## config.mk

```make
export PLATFORM = sky130hd
export DESIGN_NAME = rs_branch_multi
export DESIGN_NICKNAME = d
export VERILOG_FILES = /design/src/rtl/rs_branch_multi.sv
export SDC_FILE = /design/constraint.sdc
export NUM_CORES = 2
export LEC_CHECK = 0
export BUFFER_PORTS_ARGS = -buffer_cell sky130_fd_sc_hd__buf_4
export CAP_MARGIN = 30
export CORE_MARGIN = 5
export CORE_UTILIZATION = 45
export DETAILED_ROUTE_END_ITERATION = 10
export PLACE_DENSITY_LB_ADDON = 0.08
export SKIP_CTS_REPAIR_TIMING = 1
export SLEW_MARGIN = 10
export SYNTH_ARGS = -nofsm -noshare
export SYNTH_HDL_FRONTEND = slang
export SYNTH_SLANG_ARGS = --single-unit
```

## constraint.sdc

```tcl
create_clock -name clk -period 19.45 [get_ports clk]
set_clock_uncertainty 0.1 [all_clocks]
set_input_delay 1.945 -clock clk [delete_from_list [all_inputs] [get_ports clk]]
set_output_delay 1.945 -clock clk [all_outputs]
set_load 0.05 [all_outputs]
```

## src/rtl/rs_branch_multi.sv

```systemverilog
// Branch reservation station: DEPTH entries, CDB wakeup with alloc bypass, oldest-ready issue.
// Latency 1 cycle alloc/wakeup to issue_valid; issue held under issue_ready=0, alloc refused when full.
module rs_branch_multi #(
  parameter int DEPTH    = 4,
  parameter int CH       = 4,
  parameter int XLEN     = 32,
  parameter int TAG_W    = 4,
  parameter int OP_W     = 6,
  parameter int UNLOCKED = 0
) (
  input  logic                      clk,
  input  logic                      rst,
  input  logic                      rdy,
  input  logic                      alloc_en,
  input  logic [XLEN-1:0]           alloc_pc,
  input  logic [OP_W-1:0]           alloc_op,
  input  logic [XLEN-1:0]           alloc_imm,
  input  logic [TAG_W-1:0]          alloc_tagx,
  input  logic [TAG_W-1:0]          alloc_tagy,
  input  logic [XLEN-1:0]           alloc_datax,
  input  logic [XLEN-1:0]           alloc_datay,
  output logic                      full,
  output logic [$clog2(DEPTH):0]    count,
  input  logic [CH-1:0]             cdb_en,
  input  logic [CH*TAG_W-1:0]       cdb_tag,
  input  logic [CH*XLEN-1:0]        cdb_data,
  output logic                      issue_valid,
  input  logic                      issue_ready,
  output logic [XLEN-1:0]           issue_pc,
  output logic [XLEN-1:0]           issue_imm,
  output logic [XLEN-1:0]           issue_datax,
  output logic [XLEN-1:0]           issue_datay,
  output logic [OP_W-1:0]           issue_op,
  input  logic                      flush
);

  localparam int AW = $clog2(DEPTH);
  localparam int CW = AW + 1;
  localparam logic [TAG_W-1:0] UNL = TAG_W'(UNLOCKED);

  logic              valid_q [DEPTH];
  logic              valid_d [DEPTH];
  logic [XLEN-1:0]   pc_q    [DEPTH];
  logic [XLEN-1:0]   pc_d    [DEPTH];
  logic [OP_W-1:0]   op_q    [DEPTH];
  logic [OP_W-1:0]   op_d    [DEPTH];
  logic [XLEN-1:0]   imm_q   [DEPTH];
  logic [XLEN-1:0]   imm_d   [DEPTH];
  logic [TAG_W-1:0]  tagx_q  [DEPTH];
  logic [TAG_W-1:0]  tagx_d  [DEPTH];
  logic [TAG_W-1:0]  tagy_q  [DEPTH];
  logic [TAG_W-1:0]  tagy_d  [DEPTH];
  logic [XLEN-1:0]   datax_q [DEPTH];
  logic [XLEN-1:0]   datax_d [DEPTH];
  logic [XLEN-1:0]   datay_q [DEPTH];
  logic [XLEN-1:0]   datay_d [DEPTH];
  logic [AW-1:0]     age_q   [DEPTH];
  logic [AW-1:0]     age_d   [DEPTH];

  logic [CW-1:0] cnt;
  logic          sel_found;
  logic [AW-1:0] sel_idx;
  logic [AW-1:0] sel_age;
  logic [AW-1:0] free_idx;
  logic          alloc_fire;
  logic          issue_fire;
  logic [XLEN:0] hx, hy;

  // Returns {hit, data}; lowest channel index wins, UNLOCKED never matches.
  function automatic logic [XLEN:0] snoop(input logic [TAG_W-1:0] t,
                                          input logic [CH-1:0] en,
                                          input logic [CH*TAG_W-1:0] tags,
                                          input logic [CH*XLEN-1:0] data);
    logic [XLEN:0] r;
    r = '0;
    for (int c = CH - 1; c >= 0; c--) begin
      if (en[c] && t != UNL && tags[c*TAG_W +: TAG_W] == t) r = {1'b1, data[c*XLEN +: XLEN]};
    end
    return r;
  endfunction

  always_comb begin
    cnt       = '0;
    sel_found = 1'b0;
    sel_idx   = '0;
    sel_age   = '0;
    free_idx  = '0;
    for (int i = DEPTH - 1; i >= 0; i--) begin
      cnt = cnt + CW'(valid_q[i]);
      if (!valid_q[i]) free_idx = AW'(i);
    end
    for (int i = 0; i < DEPTH; i++) begin
      if (valid_q[i] && tagx_q[i] == UNL && tagy_q[i] == UNL &&
          (!sel_found || age_q[i] > sel_age)) begin
        sel_found = 1'b1;
        sel_idx   = AW'(i);
        sel_age   = age_q[i];
      end
    end
  end

  assign count       = cnt;
  assign full        = (cnt == CW'(DEPTH));
  assign issue_valid = rdy & sel_found;
  assign issue_fire  = issue_valid & issue_ready;
  assign alloc_fire  = alloc_en & rdy & ~full & ~flush;
  assign issue_pc    = issue_valid ? pc_q[sel_idx]    : '0;
  assign issue_imm   = issue_valid ? imm_q[sel_idx]   : '0;
  assign issue_datax = issue_valid ? datax_q[sel_idx] : '0;
  assign issue_datay = issue_valid ? datay_q[sel_idx] : '0;
  assign issue_op    = issue_valid ? op_q[sel_idx]    : '0;

  always_comb begin
    hx = '0;
    hy = '0;
    for (int i = 0; i < DEPTH; i++) begin
      valid_d[i] = valid_q[i];
      pc_d[i]    = pc_q[i];
      op_d[i]    = op_q[i];
      imm_d[i]   = imm_q[i];
      tagx_d[i]  = tagx_q[i];
      tagy_d[i]  = tagy_q[i];
      datax_d[i] = datax_q[i];
      datay_d[i] = datay_q[i];
      age_d[i]   = age_q[i];
    end
    if (flush) begin
      for (int i = 0; i < DEPTH; i++) valid_d[i] = 1'b0;
    end else begin
      for (int i = 0; i < DEPTH; i++) begin
        if (valid_q[i]) begin
          hx = snoop(tagx_q[i], cdb_en, cdb_tag, cdb_data);
          hy = snoop(tagy_q[i], cdb_en, cdb_tag, cdb_data);
          if (hx[XLEN]) begin
            tagx_d[i]  = UNL;
            datax_d[i] = hx[XLEN-1:0];
          end
          if (hy[XLEN]) begin
            tagy_d[i]  = UNL;
            datay_d[i] = hy[XLEN-1:0];
          end
          // Older-than-issued entries step down, so ages stay dense across alloc+issue.
          if (issue_fire && AW'(i) == sel_idx) valid_d[i] = 1'b0;
          else age_d[i] = age_q[i] + AW'(alloc_fire) - AW'(issue_fire && age_q[i] > sel_age);
        end
      end
      if (alloc_fire) begin
        hx = snoop(alloc_tagx, cdb_en, cdb_tag, cdb_data);
        hy = snoop(alloc_tagy, cdb_en, cdb_tag, cdb_data);
        valid_d[free_idx] = 1'b1;
        pc_d[free_idx]    = alloc_pc;
        op_d[free_idx]    = alloc_op;
        imm_d[free_idx]   = alloc_imm;
        age_d[free_idx]   = '0;
        tagx_d[free_idx]  = hx[XLEN] ? UNL : alloc_tagx;
        datax_d[free_idx] = hx[XLEN] ? hx[XLEN-1:0] : alloc_datax;
        tagy_d[free_idx]  = hy[XLEN] ? UNL : alloc_tagy;
        datay_d[free_idx] = hy[XLEN] ? hy[XLEN-1:0] : alloc_datay;
      end
    end
  end

  always_ff @(posedge clk) begin
    for (int i = 0; i < DEPTH; i++) begin
      if (rst) begin
        valid_q[i] <= 1'b0;
        pc_q[i]    <= '0;
        op_q[i]    <= '0;
        imm_q[i]   <= '0;
        tagx_q[i]  <= UNL;
        tagy_q[i]  <= UNL;
        datax_q[i] <= '0;
        datay_q[i] <= '0;
        age_q[i]   <= '0;
      end else begin
        valid_q[i] <= valid_d[i];
        pc_q[i]    <= pc_d[i];
        op_q[i]    <= op_d[i];
        imm_q[i]   <= imm_d[i];
        tagx_q[i]  <= tagx_d[i];
        tagy_q[i]  <= tagy_d[i];
        datax_q[i] <= datax_d[i];
        datay_q[i] <= datay_d[i];
        age_q[i]   <= age_d[i];
      end
    end
  end

endmodule

```

# Word level (Yosys, flattened, before mapping)
# Memory sizes are Yosys's and may differ from the RTL's.
# Index checks and enable logic that the tools add are counted.
# totals
ff_bits	0
ramBits	580
inputBits	296
output_inout_bits	139
elab_cells	475
n_memories	9
# memory_table
memory	words	word_bits	rd	rd_clocked_by_memory_dff	wr	line_no	source
datax_q	4	32	5	0	4	53	logic [XLEN-1:0] datax_q [DEPTH];
datay_q	4	32	5	0	4	55	logic [XLEN-1:0] datay_q [DEPTH];
imm_q	4	32	5	0	4	47	logic [XLEN-1:0] imm_q [DEPTH];
pc_q	4	32	5	0	4	43	logic [XLEN-1:0] pc_q [DEPTH];
op_q	4	6	5	0	4	45	logic [OP_W-1:0] op_q [DEPTH];
tagx_q	4	4	4	0	4	49	logic [TAG_W-1:0] tagx_q [DEPTH];
+3 memories	n/a	n/a	n/a	n/a	n/a	n/a	
# classes
addsub	11
order_cmp	9
n_eq_ne	44
muxes	230
bitwise_logic	47
n_reduce_logical	125
# op_table
operator	n
$mux 33	60
$mux 32	47
$mux 128	8
$bwmux 128	4
$eq 4x4->1	40
$mux 4	37
$logic_and 1x1->1	100
$demux 32 s2	1
$mux 16	4
$mux 2	27
$mux 24	2
$reduce_bool 4->1	10
$mux 6	6
$or 1x1->1	36
$bwmux 16	2
$logic_not 4->1	8
$mux 1	25
$bwmux 24	1
$mux 8	2
$gt 2x2->1	7
$demux 6 s2	1
$add 2x1->2	4
$and 8x8->8	1
$demux 4 s2	1
19 further kinds	32

# Longest topological paths before layout
# An unclocked memory read counts as a cell.
# depth
depth_word	28
ltp_mapped	34
ltp_nobuf	33

# Least setup slack after synthesis
# Ideal clock, no wire load.
# synth_path
path_type	register to output
startpoint	memory tagy_q[0][3]
endpoint	output port issue_datax[0]
arrival_ns	5.726
required_ns	17.405
path_slack_ns	11.679
path_stages_with_launch	25
n_path_buf	3
path_cell_list	dfxtp_1 > buf_2 > nor4_2 > and3_1 > nand2_1 > ha_1 > nor2b_1 > o21ai_0 > a21o_1 > mux2_2 > ha_1 > nor2b_1 > o21ai_0 > a21bo_1 > nand2_1 > mux2_2 > ha_1 > nor2b_1 > a2bb2oi_1 > a31oi_1 > nor2_1 > buf_2 > clkbuf_1 > a22oi_1 > a21oi_1
# synth_lines
item	line_no	source
start: declaration	51	logic [TAG_W-1:0] tagy_q [DEPTH];
end: declaration	31	output logic [XLEN-1:0] issue_datax,

==> impl_metrics.csv <==
group,metric,value,unit
cells_and_area,area_growth,16.37,%
clock_tree,cts.sinks,580,
power,vdd_drop_max,68.58,uV
timing,setup_viol,0,
yosys,syn_area_per_cell,7.430,um^2
critical_path,path_max_fanout,62,
grt,grt_usage,38.33,%
route,wirelength,177.0,mm
clock_tree,clk_pin_slew,0.06,ns
die,initial_core_util,45.28,%
route,vias,41820,
placement,io_buffer_count,434,
clock_tree,clockRootBuffer,"clkbuf_16",
critical_path,critPathTopFamily,"simple AND/OR/NAND/NOR gates",
route,final_antenna_net_count,0,
critical_path,critical_path_class,"flop to output pin",
critical_path,critPathMostFrequentCell,"o21ai_0",
timing,slew_violations,0,
placement,hpwl,104.0,mm
yosys,yosysUniqueCellTypes,73,
yosys,synth_edf_count,0,
min_path,worstHoldEndpoint,"pc_q[1][19]$_SDFFE_PP0P_",
power,p_leak,13.94,nW
critical_path,start_kind,"flop",
critical_path,required,17.40,ns
die,die_w,294.5,um
placement,gp_congestion,0.9260,
route,first_pass_iters,9,
yosys,synth_seq_area_share,31.89,%
grt,antenna_found_initial,18,
grt,grt_pass1_vias,39340,
cells_and_area,final_nets,5233,
die,io_pins,435,
clock_tree,clk-insertion-delay-late,0.64,ns
route,drcViolationCount,0,
timing,slew_headroom,23.20,%
yosys,async_reset_ff_share,0,%
grt,grt_max_degree,95,
die,dieArea,0.08671,mm^2
die,coreArea,0.08042,mm^2
critical_path,worst-r2r-setup-slack,12.37,ns
status,status,"completed",
yosys,syn_area,0.03641,mm^2
route,viasPerCell,6.939,
timing,period_share,48.30,%
critical_path,r2r_cells,30,
cells_and_area,nFillCells,7884,
yosys,synth_fp_nets,5224,
critical_path,r2r_end,"age_q[1][1]$_SDFFE_PP0N_",
critical_path,cpPeakStageDelay,0.63,ns
yosys,synthCells,4901,
critical_path,critPathSlowestCell,"buf_4",
timing,max_freq,106.5,MHz
route,wl_per_cell,29.37,um
critical_path,cp-startpoint,"tagx_q[0][3]$_SDFFE_PP0N_",
grt,grt_pass1_wl,258.3,mm
power,p_per_area,66.95,mW/mm^2
min_path,hold_depth,2,
critical_path,end_kind,"output pin",
clock_tree,cts_buffer_depth,3,
cells_and_area,design_area,0.04237,mm^2
critical_path,critPathBufInv,3,
grt,grt_overflow,0,
critical_path,arrival,7.35,ns
clock_tree,cts_tree,"yes",
placement,placed_area,0.04002,mm^2
timing,min_period,9.394,ns
timing,fin_setup_tns,0,ns
die,chipHeight,294.5,um
flow_run,cap_violations,0,
die,num_rows,104,
cells_and_area,final_layout_size_suffix_gt1_share,15.19,%
clock_tree,cts_buffers,69,
timing,finalHoldViolations,0,
clock_tree,htreeDepth,3,
timing,worst_pin_slew,1.152,ns
yosys,synth_flop_cell,"dfxtp_1",
min_path,hold_class,"flop to flop",
yosys,ys_warn_count,0,
critical_path,worst_r2r_startpoint,"tagx_q[0][3]$_SDFFE_PP0N_",
route,drtIter0Drc,5457,
min_path,min_from,"pc_q[1][19]$_SDFFE_PP0P_",
timing,rsz0062_at_grt,"false",
yosys,ys_ff_latch,580,
-- cell families (layout without fill, tap and decap cells) --
kind of cell	after synthesis	in the layout	share of synthesized area [%]
AOI/OAI and AO/OA	1994	1994	37.94
and+or+nand+nor	1485	1485	17.48
buffers and inverters	622	679	6.941
DFF	580	580	31.89
xor gates and xnor gates	154	154	3.704
muxes	39	39	1.093
adders and majority gates	27	27	0.9484
other	0	9	0
-- placed cells by master (no fill, tap or decap), types with 38 or more instances in the layout --
cell type / instances
nand2_1: 924
dfxtp_1: 580
buf_4: 519
a21oi_1: 475
a22oi_1: 451
o221ai_1: 349
nor2_1: 247
o21ai_0: 214
o211ai_1: 179
xor2_1: 97
and3_1: 82
clkbuf_16: 69
o22ai_1: 67
xnor2_1: 57
a2bb2oi_1: 53
o21a_1: 50
nand3_1: 41
a21o_1: 38
-- flip-flops by register name, indices dropped and copies added (netlist names) --
signal / cells
pc_q: 128
datax_q: 128
tagx_q: 16
imm_q: 128
datay_q: 128
age_q: 8
tagy_q: 16
op_q: 24
valid_q: 4
-- final cells by class --
cell class	count	area, um^2	share of cell area, %
repair buffers	537	4334	10.23
diodes	9	22.52	0.05315
clock buffers	103	1984	4.683
multi-input cells	3699	22770	53.73
well taps	1060	1326	3.130
inverters	23	86.33	0.2037
clock inverters	16	240.2	0.5669
flip-flops and latches	580	11610	27.40
-- tightest hold or removal path, cell delays in order (launching register included) --
cell	delay (ns)
dfxtp_1	0.31
nand2_1	0.05
a21oi_1	0.05
-- cell usage after synthesis (all sizes together) (87+ instances only) --
library cell | instances | area share (%)
a21oi | 484 | 6.7
a22oi | 451 | 9.3
and3 | 87 | 1.5
buf | 170 | 2.3
clkbuf | 429 | 4.4
dfxtp | 580 | 32
nand2 | 925 | 9.5
nor2 | 254 | 2.6
o211ai | 179 | 3.7
o21ai | 232 | 3.2
o221ai | 349 | 8.4
xor2 | 97 | 2.3
-- worst max-delay path by stage --
| stage | endpoint | slack [ns] | cells after the start |
|---|---|---|---|
| floorplan | issue_datax[0] | 11.68 | 24 |
| global placement | issue_datay[3] | 10.62 | 24 |
| detailed placement | issue_imm[31] | 10.79 | 25 |
| CTS | issue_imm[31] | 10.11 | 25 |
| global route | issue_imm[31] | 9.63 | 25 |
| finish | issue_imm[31] | 10.06 | 25 |
-- per-stage QoR --
step	worst slack, ns	cells	utilization [%]	total power, W	hold slack (ns)
2_1_floorplan	11.68	4901	-	0.001391	0.3330
3_3_place_gp	10.62	5882	49.37	0.001535	0.3411
3_5_place_dp	10.79	5895	49.77	0.001538	0.3460
4_1_cts	10.11	6014	52.54	0.002835	0.3540
5_1_grt	9.628	6020	52.67	0.002910	0.3679
6_report	10.06	6027	52.69	0.002837	0.3526
-- metal layers --
layer | track usage [%] | up-vias | share of wire [%]
met2 | 58.49 | 3015 | 43
li1 | - | 18250 | -
met5 | 0 | - | 0.045
met1 | 48.31 | 19700 | 37
met4 | 21.13 | 14 | 6.9
met3 | 11.89 | 851 | 13
-- power by group --
part	internal [W]	total [W]	leakage, nW	switching (W)
Sequential	0.00120	0.00121	4.68	0.00000930
Clock	0.000741	0.00131	1.09	0.000571
Combinational	0.0000968	0.000316	8.17	0.000219
Total	0.00204	0.00284	13.9	0.000799
Note: power is estimated with default switching activity, not from simulation.
